**config.mk**
```make
export PLATFORM = sky130hd
export DESIGN_NAME = seg7_bcd_counter_flat
export DESIGN_NICKNAME = d
export VERILOG_FILES = /design/src/rtl/seg7_pkg.sv /design/src/rtl/seg7_bcd_counter_if.sv /design/src/rtl/seg7_decode.sv /design/src/rtl/seg7_bcd_counter.sv /design/src/flat_wrapper.sv
export SDC_FILE = /design/constraint.sdc
export NUM_CORES = 1
export LEC_CHECK = 0
export CAP_MARGIN = 20
export CORE_UTILIZATION = 54
export DETAILED_ROUTE_END_ITERATION = 10
export GPL_TIMING_DRIVEN = 0
export PLACE_DENSITY_LB_ADDON = 0.08
export SYNTH_ARGS = -nofsm -noshare
export SYNTH_HDL_FRONTEND = slang
export SYNTH_SLANG_ARGS = --single-unit
```
**constraint.sdc**
```tcl
create_clock -name clk -period 6.03 [get_ports clk]
set_input_delay 1.206 -clock clk [delete_from_list [all_inputs] [get_ports clk]]
set_output_delay 1.206 -clock clk [all_outputs]
set_load 0.03 [all_outputs]
```
**src/rtl/seg7_pkg.sv**
```systemverilog
// Shared types and segment constants for the BCD 7-segment counter.
// Segment byte layout: bit7=a .. bit1=g, bit0=dp, active-high.
package seg7_pkg;

    typedef logic [3:0] bcd_digit_t;

    localparam logic [7:0] SEG_0     = 8'hFC;
    localparam logic [7:0] SEG_1     = 8'h60;
    localparam logic [7:0] SEG_2     = 8'hDA;
    localparam logic [7:0] SEG_3     = 8'hF2;
    localparam logic [7:0] SEG_4     = 8'h66;
    localparam logic [7:0] SEG_5     = 8'hB6;
    localparam logic [7:0] SEG_6     = 8'hBE;
    localparam logic [7:0] SEG_7     = 8'hE0;
    localparam logic [7:0] SEG_8     = 8'hFE;
    localparam logic [7:0] SEG_9     = 8'hE6;
    localparam logic [7:0] SEG_BLANK = 8'h00;

    // Non-decimal nibbles collapse to zero so the counter never holds an illegal digit.
    function automatic bcd_digit_t bcd_clip(input bcd_digit_t d);
        return (d > 4'd9) ? 4'd0 : d;
    endfunction

endpackage

```
**src/rtl/seg7_bcd_counter_if.sv**
```systemverilog
// Control and display bundle between a host and seg7_bcd_counter.
interface seg7_bcd_counter_if #(
    parameter int NUM_DIGITS = 3
);
    logic                    en;
    logic                    up;
    logic                    load;
    logic [4*NUM_DIGITS-1:0] load_val;
    logic [4*NUM_DIGITS-1:0] bcd;
    logic [8*NUM_DIGITS-1:0] seg;
    logic                    wrap;

    modport master (output en, up, load, load_val, input bcd, seg, wrap);
    modport slave  (input en, up, load, load_val, output bcd, seg, wrap);
endinterface

```
**src/rtl/seg7_decode.sv**
```systemverilog
// Combinational single-digit BCD to 7-segment decode; non-BCD codes go dark.
module seg7_decode
    import seg7_pkg::*;
(
    input  bcd_digit_t  digit,
    output logic [7:0]  seg
);

    // Digit lookup.
    always_comb begin
        case (digit)
            4'd0:    seg = SEG_0;
            4'd1:    seg = SEG_1;
            4'd2:    seg = SEG_2;
            4'd3:    seg = SEG_3;
            4'd4:    seg = SEG_4;
            4'd5:    seg = SEG_5;
            4'd6:    seg = SEG_6;
            4'd7:    seg = SEG_7;
            4'd8:    seg = SEG_8;
            4'd9:    seg = SEG_9;
            default: seg = SEG_BLANK;
        endcase
    end

endmodule

```
**src/rtl/seg7_bcd_counter.sv**
```systemverilog
// Prescaled up/down BCD counter with registered 7-segment outputs.
// Optional SEG7_LEADING_ZERO_BLANK_EN blanks leading zero digits (digit 0 always shown).
module seg7_bcd_counter
    import seg7_pkg::*;
#(
    parameter int NUM_DIGITS = 3,
    parameter int CLK_DIV    = 1
) (
    input  logic             clk,
    input  logic             rst_n,
    seg7_bcd_counter_if.slave bus
);

    localparam int BW = 4 * NUM_DIGITS;
    localparam int SW = 8 * NUM_DIGITS;
    localparam int PW = (CLK_DIV > 1) ? $clog2(CLK_DIV) : 1;
    localparam logic [PW-1:0] PRESC_MAX = PW'(CLK_DIV - 1);

    function automatic logic [SW-1:0] seg_reset_val();
        logic [SW-1:0] v;
        v = {SW{1'b0}};
        for (int k = 0; k < NUM_DIGITS; k++) begin
`ifdef SEG7_LEADING_ZERO_BLANK_EN
            v[8*k +: 8] = (k == 0) ? SEG_0 : SEG_BLANK;
`else
            v[8*k +: 8] = SEG_0;
`endif
        end
        return v;
    endfunction

    localparam logic [SW-1:0] SEG_RST = seg_reset_val();

    logic [1:0]    rst_sync_r;
    logic [PW-1:0] presc_r;
    logic [BW-1:0] bcd_r;
    logic [SW-1:0] seg_r;
    logic          wrap_r;
    logic          tick_s;
    logic          carry_s;
    logic [BW-1:0] bcd_next_s;
    logic [BW-1:0] load_clean_s;
    logic [SW-1:0] seg_dec_s;
    logic [SW-1:0] seg_next_s;

    // Reset asserts immediately but releases only after two clean clock edges.
    always_ff @(posedge clk or negedge rst_n) begin
        if (!rst_n) begin
            rst_sync_r <= 2'b00;
        end else begin
            rst_sync_r <= {rst_sync_r[0], 1'b1};
        end
    end

    // Tick, decimal step with ripple carry/borrow, and load sanitising.
    always_comb begin
        tick_s       = bus.en && (presc_r == PRESC_MAX);
        bcd_next_s   = bcd_r;
        load_clean_s = {BW{1'b0}};
        carry_s      = 1'b1;
        for (int k = 0; k < NUM_DIGITS; k++) begin
            load_clean_s[4*k +: 4] = bcd_clip(bus.load_val[4*k +: 4]);
            if (!carry_s) begin
                bcd_next_s[4*k +: 4] = bcd_r[4*k +: 4];
            end else if (bus.up) begin
                if (bcd_r[4*k +: 4] == 4'd9) begin
                    bcd_next_s[4*k +: 4] = 4'd0;
                end else begin
                    bcd_next_s[4*k +: 4] = bcd_r[4*k +: 4] + 4'd1;
                    carry_s              = 1'b0;
                end
            end else begin
                if (bcd_r[4*k +: 4] == 4'd0) begin
                    bcd_next_s[4*k +: 4] = 4'd9;
                end else begin
                    bcd_next_s[4*k +: 4] = bcd_r[4*k +: 4] - 4'd1;
                    carry_s              = 1'b0;
                end
            end
        end
    end

    // Counter, prescaler and wrap pulse; load beats a coincident tick.
    always_ff @(posedge clk or negedge rst_n) begin
        if (!rst_n) begin
            presc_r <= {PW{1'b0}};
            bcd_r   <= {BW{1'b0}};
            wrap_r  <= 1'b0;
        end else if (!rst_sync_r[1]) begin
            presc_r <= {PW{1'b0}};
            bcd_r   <= {BW{1'b0}};
            wrap_r  <= 1'b0;
        end else if (bus.load) begin
            presc_r <= {PW{1'b0}};
            bcd_r   <= load_clean_s;
            wrap_r  <= 1'b0;
        end else if (tick_s) begin
            presc_r <= {PW{1'b0}};
            bcd_r   <= bcd_next_s;
            wrap_r  <= carry_s;
        end else if (bus.en) begin
            presc_r <= presc_r + PW'(1'b1);
            wrap_r  <= 1'b0;
        end else begin
            wrap_r  <= 1'b0;
        end
    end

    for (genvar g = 0; g < NUM_DIGITS; g++) begin : g_dec
        seg7_decode u_dec (
            .digit (bcd_r[4*g +: 4]),
            .seg   (seg_dec_s[8*g +: 8])
        );
    end

`ifdef SEG7_LEADING_ZERO_BLANK_EN
    logic lead_s;

    // Scan from the top digit down; a digit is blank while everything above it is zero.
    always_comb begin
        seg_next_s = seg_dec_s;
        lead_s     = 1'b1;
        for (int k = NUM_DIGITS - 1; k >= 1; k--) begin
            lead_s = lead_s && (bcd_r[4*k +: 4] == 4'd0);
            if (lead_s) begin
                seg_next_s[8*k +: 8] = SEG_BLANK;
            end else begin
                seg_next_s[8*k +: 8] = seg_dec_s[8*k +: 8];
            end
        end
    end
`else
    assign seg_next_s = seg_dec_s;
`endif

    // Segment register trails bcd by one clock.
    always_ff @(posedge clk or negedge rst_n) begin
        if (!rst_n) begin
            seg_r <= SEG_RST;
        end else if (!rst_sync_r[1]) begin
            seg_r <= SEG_RST;
        end else begin
            seg_r <= seg_next_s;
        end
    end

    assign bus.bcd  = bcd_r;
    assign bus.seg  = seg_r;
    assign bus.wrap = wrap_r;

endmodule

```
**src/flat_wrapper.sv**
```systemverilog
// flat-port wrapper written by rule: the top's interface ports become plain ports
module seg7_bcd_counter_flat import seg7_pkg::*;
#(
    parameter int NUM_DIGITS = 3,
    parameter int CLK_DIV    = 1
)
  (clk, rst_n, bus_en, bus_up, bus_load, bus_load_val, bus_bcd, bus_seg, bus_wrap);
  seg7_bcd_counter_if #(.NUM_DIGITS(NUM_DIGITS)) bus_i ();
  input  logic clk;
  input  logic rst_n;
  input wire logic [$bits(bus_i.en)-1:0] bus_en;
  input wire logic [$bits(bus_i.up)-1:0] bus_up;
  input wire logic [$bits(bus_i.load)-1:0] bus_load;
  input wire logic [$bits(bus_i.load_val)-1:0] bus_load_val;
  output wire logic [$bits(bus_i.bcd)-1:0] bus_bcd;
  output wire logic [$bits(bus_i.seg)-1:0] bus_seg;
  output wire logic [$bits(bus_i.wrap)-1:0] bus_wrap;
  assign bus_i.en = bus_en;
  assign bus_i.up = bus_up;
  assign bus_i.load = bus_load;
  assign bus_i.load_val = bus_load_val;
  assign bus_bcd = bus_i.bcd;
  assign bus_seg = bus_i.seg;
  assign bus_wrap = bus_i.wrap;
  seg7_bcd_counter #(.NUM_DIGITS(NUM_DIGITS), .CLK_DIV(CLK_DIV)) u_core (.clk(clk), .rst_n(rst_n), .bus(bus_i));
endmodule
```
==> qor.txt, run 1 <==
Outcome - completed
Async SR Flop Fraction - 1.00
H-tree depth - 2
CP max stage delay - 0.75 ns
Hold Buf Count CTS - 0
Worst Hold Slack - 0.362 ns
Setup_tns - 0 ns
P_leak - 1.38 nW
Peak VDD IR - 0.138 mV
Hold Crit Class - reg2reg
Number of DRC markers in iteration 0 - 187
Post-Syn Area per Cell - 8.58 um^2
RSZ-0062 raised after global routing - false
Crit-path slowest cell - clkdlybuf4s50_1
Setup violators final - 0
Max Cap Viol - 0
GP Congestion - 0.853
Nets - 407
Final core occ - 0.708
Highest clock rate - 352 MHz
CP top delay family - buffers and inverters
Hold Crit Depth - 0
R2r worst-path depth - 7
Number of synthesized flops with an enable pin - 0
Stages on worst setup path - 1
Dpl cell area - 0.00323 mm^2
Fin cells - 435
# DRC - 0
Final worst slack - 3.19 ns
Yosys reg bits - 37
Die X - 72.1 um
# IOs - 54
CP Max Fanout - 12
Worst Tran Pin Value - 0.831 ns
Hold Fails Final Rpt - 0
Worst EP required - 4.82 ns
CTS resizes - 0
Worst-path clk slew - 0.08 ns
Final min period - 2.84 ns
HPWL after DPL - 4.50 mm
DRT Pass-1 Iters - 4
Slew Viols, Final - 0
Final instance area - 0.00334 mm^2
Sequential-to-total area share from yosys stat - 0.358
Main synth FF type - dfrtp_1
GR Overflow Total - 0
Fin crit share - 0.471
Mapped Cells - 309
Max Root-Sink Buffers - 2
# clock sinks - 37
Most frequent cells in the layout - clkdlybuf4s50_1, nand2_1, o21ai_0
CP Launch Type - flip-flop
Drt wl/cell - 14.5 um
Critical Path End Type - primary output
Critical path class - reg2out
Power consumption - 0.756 mW
Initial Utilization - 0.561
Worst path buffer plus inverter count - 1
Largest net degree at the start of global routing - 38
TritonCTS clock tree - yes
Vias in the first global route - 2212
Area grow syn2layout - 26.1%
Gr usage total - 0.255
Crit-path cells - clkdlybuf4s50_1
Critical Path AT - 1.63 ns
Placed cells - 427
Syn. warnings - 0
Clk root buf - clkbuf_8
Vias per std cell - 5.67
Synthesized area - 0.00265 mm^2
Diode count - 0
Total die area - 0.00519 mm^2
Fraction of layout cells with a size suffix above 1 - 0.130
Total CTS buffers - 5
Most common cell after layout, fill and taps aside - clkdlybuf4s50_1
Initial antenna violation count - 0
Slew HR - 0.446
Total setup buffers inserted after CTS - 0
First-pass GRT wire length - 10.4 mm
Die H - 72.1 um
Pwr/cell area - 226 mW/mm^2
Clock latency at the later pin of the worst-skew pair - 0.29 ns
Detailed Route WL - 6.32 mm
Vias - 2468
Std-Cell Rows - 25
Final Skew - 0.00421 ns
CORE AREA - 0.00472 mm^2
Synth unique cells - 50
DRT antenna net count - 0
# fillers - 376
PortBufs - 49
Place WS - 3.23 ns
-- synth_stat cells (2+ instances only) --
library cell	count	share of area
conb_1	2	0.0028
nand2b_1	12	0.028
clkbuf_1	9	0.013
o221ai_1	4	0.013
nand3b_1	2	0.0057
buf_2	6	0.011
o211ai_1	2	0.0057
a31oi_1	5	0.012
dfstp_2	18	0.18
a21boi_0	2	0.0057
o21a_1	2	0.0057
nor3b_1	3	0.0085
nand2_1	43	0.061
nor3_1	5	0.0094
o311ai_0	3	0.0099
nor2b_1	11	0.026
nor4_1	2	0.0047
o21ai_0	28	0.053
ha_1	23	0.11
and2_1	3	0.0071
a21oi_1	15	0.028
nand4_1	2	0.0047
nor2_1	19	0.027
buf_4	5	0.014
nand3_1	8	0.015
o31ai_1	4	0.011
buf_6	3	0.013
inv_1	15	0.021
dfrtp_1	19	0.18
nand4b_1	3	0.0099
a211o_1	2	0.0066
o21ai_1	2	0.0038
xnor2_1	4	0.013
mux2i_1	2	0.0076
a211oi_1	3	0.0085
or3_1	4	0.0094
-- state kept, by name (all words and copies together) (netlist names) --
register           count
u_core.presc_r         1
u_core.rst_sync_r      2
u_core.bus.seg        21
u_core.bus.wrap        1
u_core.bus.bcd        12
-- per-layer routing --
metal  wire length [um]  part of all wire  GRT usage
met3                310             0.049     0.0417
met2               2910              0.46      0.419
met4                 53            0.0084     0.0479
met1               3050              0.48      0.359
met5                  0                 0          0
-- layout make-up --
type | count | area, um^2 | area share
well taps | 67 | 83.8 | 0.0251
repair buffers | 49 | 485 | 0.145
clock buffers | 7 | 108 | 0.0322
plain buffers | 23 | 135 | 0.0404
inverters | 15 | 56.3 | 0.0168
multi-input cells | 236 | 1520 | 0.454
clock inverters | 1 | 7.51 | 0.00225
flip-flops and latches | 37 | 948 | 0.284
-- kinds of logic after synthesis --
group | share of synthesized area
buf+inv | 0.0722
flops | 0.358
fa+ha+maj | 0.109
mux | 0.0118
other cells | 0.00283
simple gates | 0.231
compound gates | 0.203
xor+xnor | 0.0132
-- worst paths after layout --
check                                startpoint                    to  slack (ns)
max                           u_core.bus.bcd[5]            bus_bcd[5]        3.19
min                        u_core.rst_sync_r[0]  u_core.rst_sync_r[1]        0.36
max reg2reg                   u_core.bus.bcd[1]    u_core.bus.bcd[11]        3.78
min reg2reg                u_core.rst_sync_r[0]  u_core.rst_sync_r[1]        0.36
max in group asynchronous                 rst_n        u_core.presc_r        4.50
min in group asynchronous                 rst_n    u_core.bus.bcd[11]        1.01
-- where the power goes --
part	internal, mW	total (mW)	switching, mW
Clock	0.118	0.214	0.0964
Sequential	0.276	0.292	0.0157
Combinational	0.101	0.250	0.150
Total	0.495	0.756	0.262
No activity file was read; power rests on OpenSTA's default activity.
==> run 2: changes to the inputs <==
--- a/config.mk
+++ b/config.mk
@@ -6,7 +6,7 @@
 export NUM_CORES = 1
 export LEC_CHECK = 0
 export CAP_MARGIN = 20
-export CORE_UTILIZATION = 54
+export CORE_UTILIZATION = 52
 export DETAILED_ROUTE_END_ITERATION = 10
 export GPL_TIMING_DRIVEN = 0
 export PLACE_DENSITY_LB_ADDON = 0.08
==> constraint.sdc (replaced) <==
create_clock -name clk -period 2.9 [get_ports clk]
set_input_delay 0.58 -clock clk [delete_from_list [all_inputs] [get_ports clk]]
set_output_delay 0.58 -clock clk [all_outputs]
set_load 0.03 [all_outputs]
==> run 2 against run 1 <==
Net effect:
- hold slack better by 0.0080 ns
- clock skew is 0.0090 ns higher
- non-clock buffer count stayed put
- cell count stayed put
- first-iteration DRC count is 31% higher
- clock-buffer cell count is 2 lower
- cell area is 0.86% lower
- via count is 2.6% lower
- critical path depth is 6 higher
- combinational power is 110% higher
- global-route usage is 0.94 points lower
- critical endpoint is now u_core.bus.bcd[11]
- largest power group unchanged
- highest routed layer unchanged
==> qor.txt, run 2 (synthesis results as in run 1) <==
Outcome - completed
H-tree depth - 2 (unchanged)
Hold Crit Depth - 0 (unchanged)
Worst Tran Pin Value - 0.816 ns (-0.0145 ns)
CORE AREA - 0.00482 mm^2 (+2.0%)
Final min period - 2.21 ns
Total CTS buffers - 5 (unchanged)
Area grow syn2layout - 25.0%
CP top delay family - compound AO/OA/AOI/OAI gates
Drt wl/cell - 13.8 um (-5.0%)
Detailed Route WL - 6.00 mm (-5.0%)
Clk root buf - clkbuf_8
First-pass GRT wire length - 10.2 mm (-2.3%)
GR Overflow Total - 0 (unchanged)
Die H - 73.4 um (+1.8%)
Metal1 wirelength - 2.90 mm (-4.9%)
Final core occ - 0.688 (-0.0198)
Initial Utilization - 0.550 (-0.0109)
Hold Buf Count CTS - 0 (unchanged)
Hold Crit Class - reg2reg
Most common cell after layout, fill and taps aside - clkdlybuf4s50_1
Final Skew - 0.0133 ns (+0.00904 ns)
Dpl cell area - 0.00323 mm^2 (unchanged)
Setup violators final - 0 (unchanged)
GP Congestion - 0.870 (+2.0%)
Crit-path slowest cell - dfrtp_1
R2R Path End - u_core.bus.bcd[11]
Max Root-Sink Buffers - 2 (unchanged)
PortBufs - 49 (unchanged)
Initial antenna violation count - 0 (unchanged)
Clock latency at the later pin of the worst-skew pair - 0.29 ns (about the same)
Placed cells - 427 (unchanged)
Gr usage total - 0.245 (-0.00945)
DRT antenna net count - 0 (unchanged)
Critical path class - reg2reg
Std-Cell Rows - 25 (unchanged)
R2r startpoint - u_core.bus.bcd[1]
Peak VDD IR - 0.203 mV (+47%)
Slew HR - 0.456 (+0.00963)
Nets - 407 (unchanged)
Final instance area - 0.00331 mm^2 (-0.86%)
Largest net degree at the start of global routing - 38 (unchanged)
Max FFs per register - 21 (unchanged)
Vias per std cell - 5.53 (-2.6%)
Uppermost layer routed - met4
Worst-path clk slew - 0.08 ns (about the same)
Hold Path End - u_core.rst_sync_r[1]
TritonCTS clock tree - yes
Die X - 73.4 um (+1.8%)
Hold Fails Final Rpt - 0 (unchanged)
Critical Path End Type - flip-flop
Total die area - 0.00539 mm^2 (+3.7%)
Critical Path AT - 2.40 ns (+0.77 ns)
Fin crit share - 0.764
CP max stage delay - 0.45 ns (-0.30 ns)
Hold path startpoint - u_core.rst_sync_r[0]
Highest clock rate - 452 MHz
Pwr/cell area - 447 mW/mm^2 (+97%)
Total setup buffers inserted after CTS - 0 (unchanged)
CTS resizes - 0 (unchanged)
Worst EP required - 3.09 ns (-1.73 ns)
Fin cells - 435 (unchanged)
Vias - 2404 (-2.6%)
Slew Viols, Final - 0 (unchanged)
HPWL after DPL - 4.37 mm (-3.1%)
Setup_tns - 0 ns (unchanged)
RSZ-0062 raised after global routing - false
CP Launch Type - flip-flop
CP Max Fanout - 9 (-3)
R2r worst-path depth - 7 (unchanged)
Flop2flop setup slack - 0.69 ns (-3.09 ns)
Crit-path cells - buf_2 > inv_1 > ha_1 > and3_4 > o21a_2 > a21oi_4 > mux2_2
# clock sinks - 37 (unchanged)
Fraction of layout cells with a size suffix above 1 - 0.130 (unchanged)
Met2 routed WL - 2.62 mm (-9.8%)
Number of DRC markers in iteration 0 - 245 (+31%)
P_leak - 1.36 nW (-0.85%)
DRT Pass-1 Iters - 4 (unchanged)
Diode count - 0 (unchanged)
Worst path buffer plus inverter count - 2 (+1)
# DRC - 0 (unchanged)
# IOs - 54 (unchanged)
Vias in the first global route - 2175 (-1.7%)
Max Cap Viol - 0 (unchanged)
Most frequent cells in the layout - clkdlybuf4s50_1, nand2_1, o21ai_0
Wire length on met3 - 384 um (+24%)
==> run 2: cell type report <==
cell class,count,area (um^2)
multi-input combinational,236,1520
tap,67,83.8
sequential,37,948
clock inverter,3,17.5
timing repair buffer,49,485
buffer,23,135
clock buffer,5,68.8
fill,428,1500
inverter,15,56.3
==> run 2: worst max-delay path by stage <==
stage / cells after the start / to / from
floorplan: 7 / u_core.bus.bcd[11] / u_core.bus.bcd[1]
global placement: 1 / u_core.bus.bcd[8] / rst_n
detailed placement: 7 / u_core.bus.bcd[11] / u_core.bus.bcd[1]
CTS: 7 / u_core.bus.bcd[11] / u_core.bus.bcd[1]
global route: 7 / u_core.bus.bcd[11] / u_core.bus.bcd[1]
finish: 7 / u_core.bus.bcd[11] / u_core.bus.bcd[1]
==> run 2: metal layers <==
layer  track usage  vias up
li1              -     1183
met1         0.358     1110
met2         0.368      100
met3        0.0466       11
met4        0.0748        0
met5             0        -
==> run 2: per-stage QoR <==
step           power, mW  setup WS (ns)  hold slack, ns
2_1_floorplan      0.949          0.719           0.284
3_3_place_gp        1.12          0.430           0.341
3_5_place_dp        1.12          0.707           0.340
4_1_cts             1.48          0.699           0.372
5_1_grt             1.56          0.589           0.389
6_report            1.48          0.685           0.370
==> run 2: power by group <==
group | total, mW | switching, mW | internal (mW)
combinational | 0.515 | 0.306 | 0.209
sequential | 0.606 | 0.0319 | 0.574
clock | 0.359 | 0.193 | 0.166
